### config.mk
export PLATFORM = sky130hd
export DESIGN_NAME = mem_arbiter
export DESIGN_NICKNAME = d
export VERILOG_FILES = /design/src/rtl/cpu_pkg.sv /design/src/rtl/rr_picker.sv /design/src/rtl/mem_arbiter.sv
export SDC_FILE = /design/constraint.sdc
export NUM_CORES = 1
export LEC_CHECK = 0
export BUFFER_PORTS_ARGS = -buffer_cell sky130_fd_sc_hd__clkbuf_2
export CELL_PAD_IN_SITES_DETAIL_PLACEMENT = 1
export CELL_PAD_IN_SITES_GLOBAL_PLACEMENT = 1
export CORE_MARGIN = 3
export CORE_UTILIZATION = 33
export DETAILED_ROUTE_END_ITERATION = 6
export PLACE_DENSITY_LB_ADDON = 0.25
export SETUP_SLACK_MARGIN = 0.3
export SYNTH_ARGS = -nofsm -noshare
export SYNTH_HDL_FRONTEND = slang
export SYNTH_SLANG_ARGS = --single-unit
### constraint.sdc
create_clock -name clk -period 3.01 [get_ports clk]
set_input_delay 0.301 -clock clk [delete_from_list [all_inputs] [get_ports clk]]
set_output_delay 0.301 -clock clk [all_outputs]
set_load 0.1 [all_outputs]
### src/rtl/cpu_pkg.sv
`default_nettype none
// ============================================================================
// Module      : cpu_pkg
// Description : Shared definitions for the CPU memory subsystem. It holds the
//               arbiter state encoding and the default memory geometry.
// Revision    : 1.0 - initial release
// ============================================================================
package cpu_pkg;

    localparam int c_DATA_WIDTH = 16;
    localparam int c_ADDR_WIDTH = 6;

    // Arbiter transaction states
    typedef enum logic [1:0] {
        ST_IDLE  = 2'd0,
        ST_ISSUE = 2'd1,
        ST_WAIT  = 2'd2,
        ST_RESP  = 2'd3
    } arb_state_t;

endpackage : cpu_pkg
`default_nettype wire

### src/rtl/rr_picker.sv
`default_nettype none
// ============================================================================
// Module      : rr_picker
// Description : Two-input round-robin selector. It is purely combinational.
//               When a single request is pending, that request wins. When
//               both are pending, the port that was not granted last wins.
// Ports       : req  [1:0] - request vector (bit 0 = r0, bit 1 = r1)
//               last       - last granted port (0 = r0, 1 = r1)
//               gnt  [1:0] - one-hot grant, all-zero when nothing requests
// Revision    : 1.0 - initial release
// ============================================================================
module rr_picker (
    input  logic [1:0] req,
    input  logic       last,
    output logic [1:0] gnt
);

    always_comb begin
        gnt = 2'b00;
        case (req)
            2'b01:   gnt = 2'b01;
            2'b10:   gnt = 2'b10;
            2'b11:   gnt = last ? 2'b01 : 2'b10;
            default: gnt = 2'b00;
        endcase
    end

endmodule : rr_picker
`default_nettype wire

### src/rtl/mem_arbiter.sv
`default_nettype none
// ============================================================================
// Module      : mem_arbiter
// Description : Two-port round-robin arbiter in front of a single-port
//               synchronous-read memory. Port r0 is the CPU. Port r1 is the
//               loader/debug port. One transaction is in flight at a time:
//               IDLE (accept) -> ISSUE -> [WAIT -> RESP for reads] -> IDLE.
// Ports       : clk, rst_n             - clock, async active-low reset
//               rX_req/we/addr/wdata   - requester X access request
//               rX_gnt                 - request accepted this cycle (IDLE only)
//               rX_rvalid/rdata        - one-cycle read response, shared data
//               mem_we/addr/wdata      - memory command (valid in ISSUE)
//               mem_rdata              - memory read data, one cycle after addr
//               busy                   - high while a transaction is in flight
// Revision    : 1.0 - initial release
// ============================================================================
module mem_arbiter
    import cpu_pkg::*;
#(
    parameter int DATA_WIDTH = c_DATA_WIDTH,
    parameter int ADDR_WIDTH = c_ADDR_WIDTH
) (
    input  logic                  clk,
    input  logic                  rst_n,

    input  logic                  r0_req,
    input  logic                  r0_we,
    input  logic [ADDR_WIDTH-1:0] r0_addr,
    input  logic [DATA_WIDTH-1:0] r0_wdata,
    output logic                  r0_gnt,
    output logic                  r0_rvalid,
    output logic [DATA_WIDTH-1:0] r0_rdata,

    input  logic                  r1_req,
    input  logic                  r1_we,
    input  logic [ADDR_WIDTH-1:0] r1_addr,
    input  logic [DATA_WIDTH-1:0] r1_wdata,
    output logic                  r1_gnt,
    output logic                  r1_rvalid,
    output logic [DATA_WIDTH-1:0] r1_rdata,

    output logic                  mem_we,
    output logic [ADDR_WIDTH-1:0] mem_addr,
    output logic [DATA_WIDTH-1:0] mem_wdata,
    input  logic [DATA_WIDTH-1:0] mem_rdata,

    output logic                  busy
);

    arb_state_t            r_state;
    arb_state_t            w_next;

    logic                  r_ptr;      // last granted port (1 = r1)
    logic                  r_id;       // port owning the current transaction
    logic                  r_we;
    logic [ADDR_WIDTH-1:0] r_addr;
    logic [DATA_WIDTH-1:0] r_wdata;
    logic [DATA_WIDTH-1:0] r_rdata;    // shared response register

    logic [1:0]            w_pick;
    logic                  w_accept;
    logic                  w_win_id;

    rr_picker u_rr_picker (
        .req  ({r1_req, r0_req}),
        .last (r_ptr),
        .gnt  (w_pick)
    );

    assign w_win_id = w_pick[1];

    // ------------------------------------------------------------------
    // State register
    // ------------------------------------------------------------------
    always_ff @(posedge clk or negedge rst_n) begin
        if (!rst_n) begin
            r_state <= ST_IDLE;
        end else begin
            r_state <= w_next;
        end
    end

    // ------------------------------------------------------------------
    // Next-state and outputs. Grants are combinational so a requester
    // sees acceptance in the same IDLE cycle its request is sampled.
    // ------------------------------------------------------------------
    always_comb begin
        w_next    = r_state;
        w_accept  = 1'b0;
        r0_gnt    = 1'b0;
        r1_gnt    = 1'b0;
        r0_rvalid = 1'b0;
        r1_rvalid = 1'b0;
        mem_we    = 1'b0;
        case (r_state)
            ST_IDLE: begin
                if (|w_pick) begin
                    w_accept = 1'b1;
                    r0_gnt   = w_pick[0];
                    r1_gnt   = w_pick[1];
                    w_next   = ST_ISSUE;
                end
            end
            ST_ISSUE: begin
                mem_we = r_we;
                w_next = r_we ? ST_IDLE : ST_WAIT;
            end
            ST_WAIT: begin
                w_next = ST_RESP;
            end
            ST_RESP: begin
                r0_rvalid = ~r_id;
                r1_rvalid = r_id;
                w_next    = ST_IDLE;
            end
            default: begin
                w_next = ST_IDLE;
            end
        endcase
    end

    // ------------------------------------------------------------------
    // Transaction capture and read response. The captured address and
    // data only change on accept, so driving the memory bus straight from
    // them gives the required hold behaviour outside ISSUE.
    // ------------------------------------------------------------------
    always_ff @(posedge clk or negedge rst_n) begin
        if (!rst_n) begin
            r_ptr   <= 1'b1;          // r0 wins the first contention
            r_id    <= 1'b0;
            r_we    <= 1'b0;
            r_addr  <= '0;
            r_wdata <= '0;
            r_rdata <= '0;
        end else begin
            if (w_accept) begin
                r_ptr   <= w_win_id;
                r_id    <= w_win_id;
                r_we    <= w_win_id ? r1_we    : r0_we;
                r_addr  <= w_win_id ? r1_addr  : r0_addr;
                r_wdata <= w_win_id ? r1_wdata : r0_wdata;
            end
            if (r_state == ST_WAIT) begin
                r_rdata <= mem_rdata;
            end
        end
    end

    assign mem_addr  = r_addr;
    assign mem_wdata = r_wdata;
    assign r0_rdata  = r_rdata;
    assign r1_rdata  = r_rdata;
    assign busy      = (r_state != ST_IDLE);

endmodule : mem_arbiter
`default_nettype wire
==> results.json, run 1 <==
{
  "cts.repair.resized": 0,
  "cts_hold_buffers": 0,
  "syn-num-nets": 260,
  "clock_skew_ns": 0.006819,
  "rsz0062_at_grt": "no",
  "drc_errors": 0,
  "finalSetupViolations": 0,
  "ff2ff_setup_slack_ns": 1.11,
  "synth_cells": 194,
  "async_flop_share_pct": 100.0,
  "n_fill_cell": 711,
  "cp.arrival_ns": 2.02,
  "clk_path_buf_depth": 2,
  "finalWirelength_microns": 5527,
  "synth_top_family_by_area": "compound AO/OA/AOI/OAI gates",
  "synth.most_common_cell": "dfrtp_1",
  "dp_cells": 363,
  "period_minus_slack_ns": 2.319,
  "netlist.area_leader.share_pct": 52.34,
  "synth_compound_area_share_pct": 14.70,
  "place_congestion": 0.7132,
  "wl_per_cell_microns": 14.90,
  "vias": 1770,
  "ant_nets": 0,
  "grt_max_degree": 44,
  "max-cap-violations": 0,
  "dieHeight_microns": 84.01,
  "max_freq_ghz": 0.4312,
  "r2r-end": "mem_wdata[3]",
  "crit_type": "reg2out",
  "synth_edf_count": 0,
  "cp.required_ns": 2.71,
  "worstReg2RegStart": "r_state[0]",
  "track_usage_pct": 15.85,
  "dieArea_sq_um": 7058,
  "ys_seq_area_share_pct": 53.64,
  "start_util_pct": 35.17,
  "status": "complete, no violations",
  "antenna_found_initial": 0,
  "grt_pass1_wl_microns": 9025,
  "synth_top_area_cell": "dfrtp_1",
  "drv_slew": 0,
  "diodes": 0,
  "cts_htree_levels": 2,
  "synthAdderAreaFrac_pct": 0,
  "via_per_inst": 4.771,
  "root_buffer": "clkbuf_8",
  "min_path_type": "in2async",
  "syn_avg_cell_area_sq_um": 10.35,
  "muxShareOfSynthArea_pct": 8.972,
  "die_x_microns": 84.01,
  "grt_pass1_vias": 1850,
  "yosys_warnings": 0,
  "row_count": 27,
  "cts_buffers": 5,
  "tritoncts": "done",
  "yosysUniqueCellTypes": 23,
  "syn_to_final_growth_pct": 31.28,
  "postCtsSetupBuffers": 0,
  "nNetsFinal": 364,
  "synth_commonest_cells": "42 x dfrtp_1, 40 x nand2_1, 19 x a21oi_1, 19 x a31oi_1, 17 x buf_4",
  "first_pass_iters": 4,
  "end_kind": "output pin",
  "netlist_area_sq_um": 2008,
  "relSlewSlack_pct": 29.52,
  "synthFlopType": "dfrtp_1",
  "fp.coreArea_sq_um": 5709,
  "worstPathMaxFanout": 21,
  "post-route-period-util_pct": 77.05,
  "drive_gt1_share_pct": 52.17,
  "synth_simple_gate_area_share_pct": 12.09,
  "grt.overflow.total": 0,
  "worst_pin_slew_ns": 1.057,
  "pin_count": 126,
  "clkTransAtPathRegs_ns": 0.08,
  "netlist_top_cells_area": "dfrtp_1 52%, mux2_2 9.0%, nand2_1 7.5%",
  "drt_iter0_markers": 69,
  "hpwl_microns": 4352,
  "instances_no_fill": 371,
  "r2r_cells": 4,
  "io_buffers": 125,
  "start_kind": "flop",
  "clk_latency_ns": 0.28,
  "cts.sinks": 43,
  "hold_viol_final": 0,
  "fin_setup_tns_ns": 0,
  "synth_seq_cells": 43,
  "synth_xor_area_share_pct": 0
}
[critical path: stages, from the launching register on]
cell and delay (ns):
dfstp_2 0.56, a21bo_2 0.41, and3_4 0.30, clkbuf_2 0.46
[state kept, by name (all words and copies together), names as in the netlist, named ones only]
| signal | flops |
|---|---|
| mem_addr | 6 |
| mem_wdata | 16 |
| r_state | 1 |
| r0_rdata | 16 |
| r_we | 1 |
| r_id | 1 |
| r_ptr | 1 |
[cell usage in the layout, fill, tap and decap left out]
master	instances
a21bo_2	1
nand2_1	40
o21ai_0	1
clkbuf_1	1
nor2_2	2
clkbuf_2	125
or2_0	1
clkbuf_8	7
nand2b_1	2
a21oi_1	19
buf_4	2
and2_1	1
dfstp_2	1
and3_4	1
inv_1	2
a21o_1	2
a221o_1	4
a31oi_1	19
nor2_1	4
mux2_2	16
dfrtp_1	42
a21boi_2	1
and3_1	5
[stage by stage]
step | setup WS, ns | hold slack, ns | util, % | instance area, sq um
floorplan | 0.4757 | 0.005409 | - | 2011
global placement | 1.012 | 0.4961 | 44.42 | 2536
detailed placement | 0.9915 | 0.4822 | 44.42 | 2536
CTS | 0.6711 | 0.2336 | 46.18 | 2636
global route | 0.5751 | 0.2281 | 46.18 | 2636
finish | 0.6909 | 0.1892 | 46.18 | 2636
[per-layer routing]
metal  vias up  part of all wire, %  global-route usage [%]
li1        857                    -                       -
met4         0                 0.67                   3.947
met5         -                    0                       0
met3         5                  6.5                   4.344
met2        66                   52                   27.77
met1       842                   41                   19.22
[area by class of cell]
class | instances | area, sq um | share of cell area [%]
tap | 72 | 90.09 | 3.417
clock buffer | 8 | 100.1 | 3.797
inverter | 2 | 7.507 | 0.2848
timing repair buffer | 127 | 640.6 | 24.30
multi-input combinational | 119 | 720.7 | 27.34
sequential | 43 | 1077 | 40.86
[worst max-delay path by stage]
stage | start | cells past startpoint | endpoint
2_1_floorplan | r_state[0] | 4 | r1_gnt
3_3_place_gp | r_ptr | 3 | r0_gnt
3_5_place_dp | r_ptr | 3 | r0_gnt
4_1_cts | r_ptr | 3 | r0_gnt
5_1_grt | r_ptr | 3 | r0_gnt
6_report | r_ptr | 3 | r0_gnt
[cell families (layout without fill, tap and decap cells)]
group           count (synthesis)  in the layout
compound gates                 47             47
buf+inv                        32            137
flops                          43             43
mux                            16             16
simple gates                   56             56
Power of run 1 is not shown: default switching activity piles up to over one toggle a cycle in this logic, so the estimate is an artifact.
==> run 2, diff against run 1 <==
--- a/config.mk
+++ b/config.mk
@@ -5,11 +5,12 @@
 export SDC_FILE = /design/constraint.sdc
 export NUM_CORES = 1
 export LEC_CHECK = 0
+export ABC_AREA = 1
 export BUFFER_PORTS_ARGS = -buffer_cell sky130_fd_sc_hd__clkbuf_2
 export CELL_PAD_IN_SITES_DETAIL_PLACEMENT = 1
 export CELL_PAD_IN_SITES_GLOBAL_PLACEMENT = 1
 export CORE_MARGIN = 3
-export CORE_UTILIZATION = 33
+export CORE_UTILIZATION = 31
 export DETAILED_ROUTE_END_ITERATION = 6
 export PLACE_DENSITY_LB_ADDON = 0.25
 export SETUP_SLACK_MARGIN = 0.3
==> constraint.sdc (replaced) <==
create_clock -name clk -period 2.15 [get_ports clk]
set_input_delay 0.215 -clock clk [delete_from_list [all_inputs] [get_ports clk]]
set_output_delay 0.215 -clock clk [all_outputs]
set_load 0.1 [all_outputs]
==> run 2 against run 1 <==
  * Synthesized cell count rose by 46%
  * Clock skew rose by 0.00075 ns
  * Flip-flop and latch count did not move
  * Largest cell class unchanged
==> results.json, run 2 <==
{
  "layout_commonest_cell": "clkbuf_2",
  "hpwl_microns": 4937,
  "start_util_pct": 32.85,
  "post-route-period-util_pct": 80.95,
  "netlist.area_leader.share_pct": 46.08,
  "clkTransAtPathRegs_ns": 0.09,
  "met3_usage_pct": 4.594,
  "syn_avg_cell_area_sq_um": 8.031,
  "worstPathMaxFanout": 24,
  "status": "complete, no violations",
  "cts_buffers": 5,
  "worst_pin_slew_ns": 0.7116,
  "finalWirelength_microns": 6577,
  "max_freq_ghz": 0.5745,
  "ff2ff_setup_slack_ns": 0.83,
  "finalSetupViolations": 0,
  "hold_viol_final": 0,
  "relSlewSlack_pct": 52.56,
  "synth_edf_count": 0,
  "cp.arrival_ns": 1.53,
  "multi_input_area_sq_um": 893.4,
  "clk_path_buf_depth": 2,
  "tritoncts": "done",
  "async_flop_share_pct": 100.0,
  "drive_gt1_share_pct": 39.44,
  "crit_type": "reg2out",
  "grt_use_met1_pct": 20.31,
  "n_fill_cell": 886,
  "first_pass_iters": 4,
  "place_congestion": 0.7262,
  "whs_endpoint": "r0_rdata[14]",
  "root_buffer": "clkbuf_8",
  "fp.coreArea_sq_um": 6944,
  "synth_top_area_cell": "dfrtp_1",
  "via_per_inst": 4.442,
  "rsz0062_at_grt": "no",
  "min_from": "mem_rdata[14]",
  "row_count": 30,
  "worstReg2RegStart": "r_state[0]",
  "nNetsFinal": 458,
  "netlist_area_sq_um": 2281,
  "synth.most_common_cell": "nand2_1",
  "dieArea_sq_um": 8423,
  "synthFlopType": "dfrtp_1",
  "yosysUniqueCellTypes": 21,
  "layout_common_cells": "121 x clkbuf_2, 112 x nand2_1, 42 x dfrtp_1",
  "track_usage_pct": 16.09,
  "min_path_type": "in2reg",
  "synth_commonest_cells": "112 x nand2_1, 42 x dfrtp_1, 39 x nand3_1",
  "postCtsSetupBuffers": 0,
  "pin_count": 126,
  "r2r_cells": 5,
  "synth_seq_cells": 43,
  "dieHeight_microns": 91.78,
  "critical_path.max_stage_delay_ns": 0.54,
  "clock_skew_ns": 0.007566,
  "io_buffers": 125,
  "cts.sinks": 43,
  "ys_seq_area_share_pct": 47.23,
  "grt.overflow.total": 0,
  "wl_per_cell_microns": 13.45,
  "diodes": 0,
  "grt_pass1_vias": 2311,
  "yosys_warnings": 0,
  "cts_htree_levels": 2,
  "drt_iter0_markers": 32,
  "synth_cells": 284,
  "cp.required_ns": 1.93,
  "vias": 2172,
  "period_minus_slack_ns": 1.741,
  "drv_slew": 0,
  "crit_slowest_cell": "dfstp_2",
  "start_kind": "flop",
  "syn-num-nets": 350,
  "min_path_cells": 3,
  "regArea_sq_um": 1077,
  "antenna_found_initial": 0,
  "die_x_microns": 91.78,
  "worstPathCellList": "nand2_2, buf_4, a21oi_4, buf_12",
  "end_kind": "output pin",
  "top_usage_layer": "met2",
  "r2r-end": "r0_rdata[1]",
  "grt_max_degree": 28,
  "drc_errors": 0,
  "netlist_top_cells_area": "dfrtp_1 46%, nand2_1 18%, nand3_1 8.6%",
  "max-cap-violations": 0,
  "clk_latency_ns": 0.29,
  "ant_nets": 0,
  "grtUsageMet2_pct": 27.63,
  "grt_pass1_wl_microns": 11120,
  "fin_setup_tns_ns": 0,
  "syn_to_final_growth_pct": 32.97
}
-- run 2: changes by cell type in the layout (fill, tap and decap cells not counted), moves of 5 or more --
cell,change
a21oi_1,-18
a31oi_1,-19
and3_1,-5
buf_4,+7
inv_1,+20
mux2_2,-16
nand2_1,+72
nand3_1,+39
nand3b_1,+19
-- run 2: timing repair --
| item | in CTS | in global routing |
|---|---|---|
| endpoints found under the setup margin | 0 | 2 |
| resized for setup | 0 | 2 |
| endpoints found under the hold margin | 17 | 0 |
| hold buffers | 1 | 0 |
-- run 2: metrics by stage --
stage,area (sq um),utilization [%],instances,setup slack [ns],hold WS [ns]
floorplan,2308,-,284,0.1283,-0.08059
global placement,2900,41.77,480,0.7151,0.2909
detailed placement,2900,41.77,480,0.6712,0.3108
CTS,3028,43.60,489,0.3281,0.1357
global route,3033,43.68,489,0.3294,0.1372
finish,3033,43.68,489,0.4095,0.1430
-- run 2: layout make-up --
class                           count  share of cell area [%]
Tap cell                           96                   3.960
Clock buffer                        6                   2.723
Timing Repair Buffer              133                   23.84
Inverter                           25                   3.342
Multi-Input combinational cell    184                   29.46
Sequential cell                    43                   35.52
Clock inverter                      2                   1.155
-- run 2: worst max-delay path: cells and delay by family, from the launching register on --
kind | cells | cell delay [ns]
flops | 1 | 0.54
buf+inv | 2 | 0.42
compound gates | 1 | 0.19
simple gates | 1 | 0.08
-- run 2: cells by family (layout without fill, tap and decap cells) --
kind of cell	Yosys count	count (layout)	share of synthesized area, %
AND/OR/NAND/NOR	180	180	36.70
buffers and inverters	57	166	15.03
AO/OA/AOI/OAI	4	4	1.042
flip-flops	43	43	47.23
-- run 2: metal layers --
layer  vias up  wire [microns]
li1       1075               -
met1      1009            2796
met2        84            3224
met3         4             519
met4         0              37
met5         -               0
-- run 2: worst max path at each step --
stage / depth (start not counted) / slack [ns] / start / end
after floorplan: 3 / 0.13 / r_state[0] / r1_rvalid
after global placement: 6 / 0.72 / r_state[0] / r0_gnt
after detailed placement: 6 / 0.67 / r_state[0] / r0_gnt
after CTS: 6 / 0.33 / r_state[0] / r0_gnt
after global routing: 6 / 0.33 / r_state[0] / r0_gnt
final: 4 / 0.41 / r_ptr / r0_gnt
Power of run 2 is left out for the same reason.
==> run 3, diff against run 2 <==
==> constraint.sdc (replaced) <==
create_clock -name clk -period 1.8 [get_ports clk]
set_input_delay 0.18 -clock clk [delete_from_list [all_inputs] [get_ports clk]]
set_output_delay 0.18 -clock clk [all_outputs]
set_load 0.1 [all_outputs]
==> run 3 against run 2 <==
  * Register-to-register slack worse by 0.43 ns
  * Die area is the same
  * Design area is 5.8% higher
  * Critical path type unchanged
  * Critical endpoint unchanged
==> results.json, run 3 (same netlist as run 2, synthesis figures left out) <==
{
  "start_util_pct": 32.85,
  "post-route-period-util_pct": 85.24,
  "root_buffer": "clkbuf_8",
  "nNetsFinal": 467,
  "critical_path.max_stage_delay_ns": 0.40,
  "pin_count": 126,
  "tritoncts": "done",
  "max_freq_ghz": 0.6517,
  "clkTransAtPathRegs_ns": 0.08,
  "worstPathCellList": "inv_2, nand2_8, nor2_8, inv_8, a21oi_4, buf_12",
  "clk_latency_ns": 0.29,
  "finish.utilization_pct": 46.22,
  "cts_htree_levels": 2,
  "ant_nets": 0,
  "finalWirelength_microns": 7053,
  "grt_pass1_wl_microns": 11600,
  "clock_skew_ns": 0.004765,
  "cts.sinks": 43,
  "clk_path_buf_depth": 2,
  "crit_family": "flip-flops",
  "period_minus_slack_ns": 1.534,
  "drt_iter0_markers": 45,
  "hpwl_microns": 5187,
  "layout_commonest_cell": "clkbuf_2",
  "worstPathMaxFanout": 2,
  "cp.required_ns": 1.62,
  "dieHeight_microns": 91.78,
  "dieArea_sq_um": 8423,
  "grt.overflow.total": 0,
  "drv_slew": 0,
  "vias": 2227,
  "status": "complete, no violations",
  "row_count": 30,
  "finalSetupViolations": 0,
  "grt_max_degree": 26,
  "wl_per_cell_microns": 14.16,
  "start_kind": "flop",
  "cts_buffers": 5,
  "io_buffers": 125,
  "crit_type": "reg2out",
  "rsz0062_at_grt": "yes",
  "end_kind": "output pin",
  "via_per_inst": 4.472,
  "worst_pin_slew_ns": 0.6558,
  "first_pass_iters": 4,
  "track_usage_pct": 16.97,
  "drive_gt1_share_pct": 44.78,
  "fp.coreArea_sq_um": 6944,
  "syn_to_final_growth_pct": 40.70,
  "cp.arrival_ns": 1.35,
  "antenna_found_initial": 0,
  "hold_viol_final": 0,
  "fin_setup_tns_ns": 0,
  "crit_slowest_cell": "dfrtp_1",
  "grt_pass1_vias": 2393,
  "layout_common_cells": "119 x clkbuf_2, 111 x nand2_1, 39 x nand3_1",
  "path_buf_inv": 3,
  "min_path_type": "in2reg",
  "relSlewSlack_pct": 56.28,
  "place_congestion": 0.7302,
  "die_x_microns": 91.78,
  "max-cap-violations": 0,
  "diodes": 0,
  "drc_errors": 0
}
## run 3: changes by cell type in the layout (fill, tap and decap cells not counted), moves of 2 or more
cell	change
nor3_2	-2
inv_8	+2
dfrtp_2	+17
clkbuf_1	+2
buf_4	+3
clkbuf_2	-2
dfrtp_1	-17
buf_12	+5
nor3_4	+2
## run 3: cell type report
type | count | area (sq um)
Sequential cell | 43 | 1099
Clock inverter | 1 | 5.005
Tap cell | 96 | 120.1
Clock buffer | 7 | 76.32
Fill cell | 886 | 3735
Timing Repair Buffer | 141 | 862.1
Inverter | 25 | 108.9
Multi-Input combinational cell | 184 | 932.1
Timing Repair inverter | 1 | 6.256
## run 3: layer usage
layer	global-route usage [%]	vias up	routed length [microns]
li1	-	1094	-
met1	21.33	1039	3008
met2	28.42	88	3447
met3	5.086	6	548
met4	4.455	0	47
met5	0	-	0
## run 3: repair_timing
| item | 4_1_cts | 5_1_grt |
|---|---|---|
| pin swaps | 4 | 2 |
| gates resized for setup | 7 | 3 |
| hold buffers | 1 | 0 |
| setup endpoints to repair | 4 | 12 |
| cloned | 1 | 0 |
| hold endpoints to repair | 22 | 0 |
| setup buffers | 6 | 1 |
## run 3: worst paths after layout
| kind | slack, ns | to | cells past startpoint | start |
|---|---|---|---|---|
| setup / recovery | 0.27 | r0_gnt | 6 | r_state[0] |
| hold / removal | 0.11 | r0_rdata[1] | 3 | mem_rdata[1] |
| setup reg to reg | 0.40 | mem_wdata[11] | 7 | r_ptr |
| hold reg to reg | 0.49 | mem_wdata[3] | 2 | mem_wdata[3] |
| max in group asynchronous | 0.73 | r0_rdata[1] | 3 | rst_n |
| min in group asynchronous | 0.45 | mem_wdata[0] | 2 | rst_n |
## run 3: worst register-to-register path: stages, from the launching register on
cell and delay [ns]:
dfstp_2 0.56, nand2_4 0.11, nand2_4 0.11, buf_4 0.18, buf_12 0.15, nand2_1 0.06, nand3_1 0.07, nand2_1 0.06
## run 3: metrics by stage
| stage | instance area, sq um | setup slack (ns) | hold slack (ns) | cells |
|---|---|---|---|---|
| finish | 3209 | 0.2657 | 0.1145 | 498 |
| global route | 3209 | 0.2078 | 0.1087 | 498 |
| CTS | 3191 | 0.2255 | 0.1018 | 497 |
| detailed placement | 3024 | 0.3398 | 0.2445 | 481 |
| global placement | 3024 | 0.4159 | 0.2427 | 481 |
| floorplan | 2357 | -0.02057 | -0.1156 | 284 |
Power of run 3 is left out for the same reason.
